$ cat config.mk
export PLATFORM = sky130hd
export DESIGN_NAME = hazard_controller
export DESIGN_NICKNAME = d
export VERILOG_FILES = /design/src/rtl/riscv_pipe_pkg.sv /design/src/rtl/forwarding_unit.sv /design/src/rtl/hazard_controller.sv
export SDC_FILE = /design/constraint.sdc
export NUM_CORES = 1
export LEC_CHECK = 0
export ABC_AREA = 1
export BUFFER_PORTS_ARGS = -buffer_cell sky130_fd_sc_hd__buf_4
export CAP_MARGIN = 30
export CORE_UTILIZATION = 40
export DETAILED_ROUTE_END_ITERATION = 16
export GPL_TIMING_DRIVEN = 0
export HOLD_SLACK_MARGIN = 0.1
export PLACE_DENSITY = 0.64
export SLEW_MARGIN = 10
export SYNTH_ARGS = -nofsm -noshare
export SYNTH_HDL_FRONTEND = slang
export SYNTH_SLANG_ARGS = --single-unit
$ cat constraint.sdc
create_clock -name clk -period 1.7 [get_ports clk]
set_input_delay 0 -clock clk [delete_from_list [all_inputs] [get_ports clk]]
set_output_delay 0 -clock clk [all_outputs]
set_load 0.01 [all_outputs]
$ cat src/rtl/riscv_pipe_pkg.sv
// Shared pipeline definitions: memory-handshake FSM states, forwarding
// select encodings and the result-select code that marks a load.
package riscv_pipe_pkg;

  typedef enum logic [1:0] {
    RUN      = 2'd0,
    MEM_WAIT = 2'd1,
    ERROR    = 2'd2
  } memState_t;

  localparam logic [1:0] FWD_RF = 2'b00;  // operand from register file
  localparam logic [1:0] FWD_W  = 2'b01;  // operand from ResultW
  localparam logic [1:0] FWD_M  = 2'b10;  // operand from ALUResultM

  localparam logic [1:0] RESULT_LOAD = 2'b01;

  // True when a producer writes a register the consumer reads; x0 never counts.
  function automatic logic regMatch(input logic [4:0] rd, input logic [4:0] rs);
    return (rd != 5'd0) && (rd == rs);
  endfunction

endpackage

$ cat src/rtl/forwarding_unit.sv
// Operand bypass select for one Execute-stage source register.
// The Memory stage holds the younger result, so it beats Writeback.
module forwarding_unit
  import riscv_pipe_pkg::*;
(
  input  logic [4:0] rsE,
  input  logic [4:0] rdM,
  input  logic       regWriteM,
  input  logic [4:0] rdW,
  input  logic       regWriteW,
  output logic [1:0] fwdSel
);

  // Priority compare: M first, then W, else register file.
  always_comb begin
    fwdSel = FWD_RF;
    if (regWriteM && regMatch(rdM, rsE)) begin
      fwdSel = FWD_M;
    end else if (regWriteW && regMatch(rdW, rsE)) begin
      fwdSel = FWD_W;
    end
  end

endmodule

$ cat src/rtl/hazard_controller.sv
// Stall/flush/forward sequencer for the five-stage pipeline. Forwarding,
// load-use and branch flush are combinational; a small FSM freezes the
// pipeline while the data memory is outstanding and latches a sticky
// timeout error. Two saturating counters track stalls and branch flushes.
module hazard_controller
  import riscv_pipe_pkg::*;
#(
  parameter int MEM_TIMEOUT = 64,
  parameter int CNT_W       = 32
) (
  input  logic             clk,
  input  logic             rst,
  input  logic [4:0]       RS1_D,
  input  logic [4:0]       RS2_D,
  input  logic [4:0]       RS1_E,
  input  logic [4:0]       RS2_E,
  input  logic [4:0]       RD_E,
  input  logic [1:0]       ResultSrcE,
  input  logic             PCSrcE,
  input  logic [4:0]       RD_M,
  input  logic             RegWriteM,
  input  logic [4:0]       RD_W,
  input  logic             RegWriteW,
  input  logic             MemReqM,
  input  logic             MemAckM,
  output logic             StallF,
  output logic             StallD,
  output logic             StallE,
  output logic             StallM,
  output logic             FlushD,
  output logic             FlushE,
  output logic             FlushW,
  output logic [1:0]       ForwardAE,
  output logic [1:0]       ForwardBE,
  output logic             MemErr,
  output logic [CNT_W-1:0] StallCycles,
  output logic [CNT_W-1:0] FlushEvents
);

  localparam int WAIT_W = $clog2(MEM_TIMEOUT + 1);

  memState_t         state_reg, state_next;
  logic [WAIT_W-1:0] waitCnt_reg, waitCnt_next;
  logic              memErr_reg, memErr_next;
  logic              memStall;
  logic              lwStall;

  logic [1:0][4:0]       rsE;
  logic [1:0][1:0]       fwdSel;
  logic [1:0]            cntInc;
  logic [1:0][CNT_W-1:0] perfCnt;

  // ---------------------------------------------------------------------
  // Forwarding: one compare unit per ALU operand (0 = A/rs1, 1 = B/rs2).
  // ---------------------------------------------------------------------
  assign rsE[0] = RS1_E;
  assign rsE[1] = RS2_E;

  genvar gi;
  generate
    for (gi = 0; gi < 2; gi++) begin : g_fwd
      forwarding_unit u_fwd (
        .rsE       (rsE[gi]),
        .rdM       (RD_M),
        .regWriteM (RegWriteM),
        .rdW       (RD_W),
        .regWriteW (RegWriteW),
        .fwdSel    (fwdSel[gi])
      );
    end
  endgenerate

  // Outputs are forced to the idle value while reset is held.
  assign ForwardAE = rst ? fwdSel[0] : FWD_RF;
  assign ForwardBE = rst ? fwdSel[1] : FWD_RF;

  // ---------------------------------------------------------------------
  // Load-use detection: a load in E feeding either source of D.
  // ---------------------------------------------------------------------
  // Bubble needed when the loaded register is read by the next instruction.
  always_comb begin
    lwStall = (ResultSrcE == RESULT_LOAD) &&
              (regMatch(RD_E, RS1_D) || regMatch(RD_E, RS2_D));
  end

  // ---------------------------------------------------------------------
  // Memory handshake FSM.
  // ---------------------------------------------------------------------
  // State, wait count and sticky error register.
  always_ff @(posedge clk) begin
    if (!rst) begin
      state_reg   <= RUN;
      waitCnt_reg <= '0;
      memErr_reg  <= 1'b0;
    end else begin
      state_reg   <= state_next;
      waitCnt_reg <= waitCnt_next;
      memErr_reg  <= memErr_next;
    end
  end

  // Next state and freeze request. An ack with no request is ignored in
  // RUN; in MEM_WAIT the request is held by the pipeline, so ack alone ends it.
  always_comb begin
    state_next   = state_reg;
    waitCnt_next = waitCnt_reg;
    memStall     = 1'b0;
    unique case (state_reg)
      RUN: begin
        if (MemReqM && !MemAckM) begin
          memStall     = 1'b1;
          state_next   = MEM_WAIT;
          waitCnt_next = WAIT_W'(1);
        end
      end
      MEM_WAIT: begin
        if (MemAckM) begin
          state_next   = RUN;
          waitCnt_next = '0;
        end else begin
          memStall = 1'b1;
          if (waitCnt_reg == WAIT_W'(MEM_TIMEOUT)) begin
            state_next = ERROR;
          end else begin
            waitCnt_next = waitCnt_reg + WAIT_W'(1);
          end
        end
      end
      ERROR: begin
        memStall = 1'b1;
      end
      default: begin
        state_next   = RUN;
        waitCnt_next = '0;
      end
    endcase
    memErr_next = memErr_reg | (state_next == ERROR);
  end

  assign MemErr = memErr_reg;

  // ---------------------------------------------------------------------
  // Stall / flush. A branch resolved during a freeze stays in E and its
  // flush fires in the first unfrozen cycle, so nothing is stored.
  // ---------------------------------------------------------------------
  assign StallE = rst & memStall;
  assign StallM = rst & memStall;
  assign FlushW = rst & memStall;
  assign StallF = rst & (memStall | lwStall);
  assign StallD = rst & (memStall | lwStall);
  assign FlushD = rst & PCSrcE & ~memStall;
  assign FlushE = rst & (lwStall | PCSrcE) & ~memStall;

  // ---------------------------------------------------------------------
  // Saturating performance counters: 0 = stall cycles, 1 = branch flushes.
  // ---------------------------------------------------------------------
  assign cntInc[0] = StallF;
  assign cntInc[1] = FlushE & PCSrcE;

  generate
    for (gi = 0; gi < 2; gi++) begin : g_perf
      logic [CNT_W-1:0] cnt_reg;

      // Count qualifying cycles, holding at all-ones instead of wrapping.
      always_ff @(posedge clk) begin
        if (!rst) begin
          cnt_reg <= '0;
        end else if (cntInc[gi] && (cnt_reg != '1)) begin
          cnt_reg <= cnt_reg + CNT_W'(1);
        end
      end

      assign perfCnt[gi] = cnt_reg;
    end
  endgenerate

  assign StallCycles = perfCnt[0];
  assign FlushEvents = perfCnt[1];

endmodule
==> out/results.tsv <==
stage	metric	value	unit
cts	cts_tree	done	
min_path	hp-start	PCSrcE	
power_and_ir_drop	worst_ir_drop_vdd	458.6	uV
routing	via_per_inst	5.019	
routing	ant_nets	0	
setup_path	crit_arrival	2100	ps
logic_synthesis	synth_top_cell_by_area	dfxtp_1	
setup_path	worst-path-max-fanout	7	
cts	clkLatencyLatePin	340	ps
logic_synthesis	synth-warning-count	0	
grt	grt_first_pass_wirelength	24.61	mm
logic_synthesis	syn_inst	829	
setup_path	start_kind	register	
setup_path	crit_type	reg -> reg	
sta	fmax	545.9	MHz
logic_synthesis	synth_area	4999	sq um
sta	setup_ws	-132.0	ps
sta	setup_tns	-3543	ps
logic_synthesis	ys_ff_latch	74	
sta	grt_setup_unrepaired	true	
outcome	violations	negative setup slack	
setup_path	path_common_cell	nand2_1	
setup_path	path_cells	nand2_1, inv_1, nand3_1, nor3_2, nand4_4, nand2_8, buf_6, nand2_1, a21oi_2	
logic_synthesis	yosysSeqAreaShare	0.2964	
routing	top_layer_used	met4	
grt	grt_overflow_total	0	
final_layout	nNetsFinal	1057	
setup_path	crit_buf_inv	2	
power_and_ir_drop	power	4.099	mW
setup_path	worst_r2r_path_depth	9	
floorplanning	fp.coreArea	12110	sq um
sta	hold_viol	0	
place	pre_cts_ws	-369.8	ps
grt	antenna_found_initial	0	
min_path	hold_depth	7	
min_path	holdPathEnd	FlushEvents[19]	
cts	clk_path_buf_depth	2	
logic_synthesis	syn_avg_cell_area	6.030	sq um
cts	cts_root_buffer	clkbuf_16	
cts	cts.sinks	74	
place	dpl.hpwl	11.35	mm
sta	tightest_slew	634.5	ps
cts	cts_max_level	3	
logic_synthesis	yosysTopAreaCellShare	0.2964	
floorplanning	die_h	113.8	microns
final_layout	final_cells	1182	
cts	cts-buffers-inserted	9	
sta	skew	6.893	ps
final_layout	final_layout_size_suffix_gt1_frac	0.3629	
final_layout	post-route-util	0.6227	
routing	wirelength	16.55	mm
outcome	outcome	complete, but fails checks	
place	placed_area	6161	sq um
setup_path	reg2reg_setup_slack	-130	ps
sta	fin_crit_sh	1.078	
logic_synthesis	async_reset_ff_frac	0	
sta	holdWs	267.0	ps
setup_path	critPathMaxStageDelay	440	ps
setup_path	critPathSlowestCell	dfxtp_1	
routing	drtPass1Iterations	5	
grt	grt_usage	0.2431	
power_and_ir_drop	leakagePower	3.236	nW
logic_synthesis	syn-num-nets	877	
setup_path	cp_top_family	simple AND/OR/NAND/NOR gates	
routing	drtIter0Drc	381	
floorplanning	rows	40	
place	dpl.cell_count	1116	
final_layout	n_antenna_cell	0	
cts	clk_pin_slew	60	ps
place	gp_congestion	0.9400	
routing	dr_wl_met3	1.047	mm
final_layout	syn2layout_area_growth	50.89	%
grt	first_global_vias	5072	
final_layout	multiInputGateArea	3571	sq um
routing	wl_per_cell	14.00	microns
place	numPortBuffers	119	
final_layout	fin_area	7542	sq um
floorplanning	start_util	0.4127	
sta	setup_viol	32	
sta	max-slew-margin-rel	0.5770	
flow_run	drv_cap	0	
final_layout	nFillCells	1137	
routing	route.detailed.drc	0	
setup_path	r2r_start	StallCycles[30]	
power_and_ir_drop	power_density	543.5	nW/um^2
setup_path	cp-end-kind	register	
routing	met1_length	7.036	mm
routing	vias	5933	
min_path	hold_class	in -> reg	
logic_synthesis	synth_area_leaders	dfxtp_1 (30%), nand2_1 (20%), nor2_1 (9.2%)	
logic_synthesis	yosys.cell_types.count	34	
floorplanning	die_x	113.8	microns
setup_path	timing.rr.end	StallCycles[6]	
sta	drv_slew	0	
setup_path	required	1970	ps
final_layout	seqCellArea	1583	sq um
logic_synthesis	synth_edf_count	0	
floorplanning	io_pins	120	
floorplanning	die_area	12950	sq um
sta	fin_crit	1832	ps
grt	grt_max_degree	12	
routing	routed-wl-met2	7.931	mm
logic_synthesis	ys.flop_type	dfxtp_1	
## worst reg2reg max path, cell delays in order, from the launching register on
cell	delay (ps)
dfxtp_1	440
nand2_1	110
inv_1	120
nand3_1	100
nor3_2	220
nand4_4	260
nand2_8	200
buf_6	150
nand2_1	60
a21oi_2	100
## how the worst max path moves through the flow
stage,start,endpoint,cells after the start
floorplan,state_reg[1],StallCycles[0],8
global placement,state_reg[1],FlushEvents[20],10
detailed placement,state_reg[1],FlushEvents[20],10
CTS,StallCycles[1],StallCycles[21],10
global route,StallCycles[30],StallCycles[6],9
finish,StallCycles[30],StallCycles[6],9
## power by group
group | internal [mW] | leakage (nW) | switching, mW
sequential | 1.73 | 0.626 | 0.0165
clock | 1.02 | 0.133 | 0.724
combinational | 0.293 | 2.48 | 0.316
total | 3.04 | 3.24 | 1.06
## routing by layer
layer / vias up / GRT usage
li1: 3011 / -
met1: 2651 / 0.3043
met2: 234 / 0.4041
met3: 37 / 0.06270
met4: 0 / 0.08658
met5: - / 0
## synth_stat cells (2+ instances only)
master / count
nor3_1: 28
inv_1: 87
a211oi_1: 2
clkbuf_1: 12
a21oi_1: 52
nand3_1: 66
xnor2_1: 20
o22ai_1: 3
nor3b_1: 6
xor2_1: 22
buf_2: 6
nor4_1: 2
buf_4: 3
ha_1: 4
nand3b_1: 10
buf_6: 3
o21ai_0: 19
dfxtp_1: 74
nand2_1: 261
nor2_1: 123
nand4_1: 12
inv_2: 2
## cell type report
| type | instances | area share |
|---|---|---|
| timing repair buffer | 169 | 0.1773 |
| clock inverter | 3 | 0.001991 |
| sequential | 74 | 0.2099 |
| multi-input combinational | 641 | 0.4735 |
| tap | 168 | 0.02787 |
| buffer | 25 | 0.03102 |
| inverter | 89 | 0.04529 |
| clock buffer | 13 | 0.03318 |
## placed cells by master, fill, tap and decap left out, drive strengths merged, types with 10 or more instances in the layout
master  netlist  final
nand2       263    263
buf          13    178
nor2        124    124
inv          89     89
dfxtp        74     74
nand3        67     67
a21oi        52     52
nor3         29     29
clkbuf       12     26
xor2         22     22
xnor2        20     20
o21ai        19     19
nand4        13     13
nand3b       10     10
## cells by family after synthesis
| group | Yosys count | synth area share |
|---|---|---|
| XOR/XNOR | 42 | 0.07359 |
| buffers and inverters | 114 | 0.09387 |
| flip-flops | 74 | 0.2964 |
| adder cells (fa/ha/maj) | 4 | 0.01001 |
| AND/OR/NAND/NOR | 515 | 0.4406 |
| AO/OA/AOI/OAI | 80 | 0.08561 |
## what timing repair did
item,in CTS,in global routing
hold buffers,3,0
setup endpoints to repair,73,75
pin swaps,12,39
hold endpoints to repair,4,0
buffers inserted,16,24
gates cloned,3,4
gates resized for setup,73,178
No activity file was read; power rests on OpenSTA's default activity.
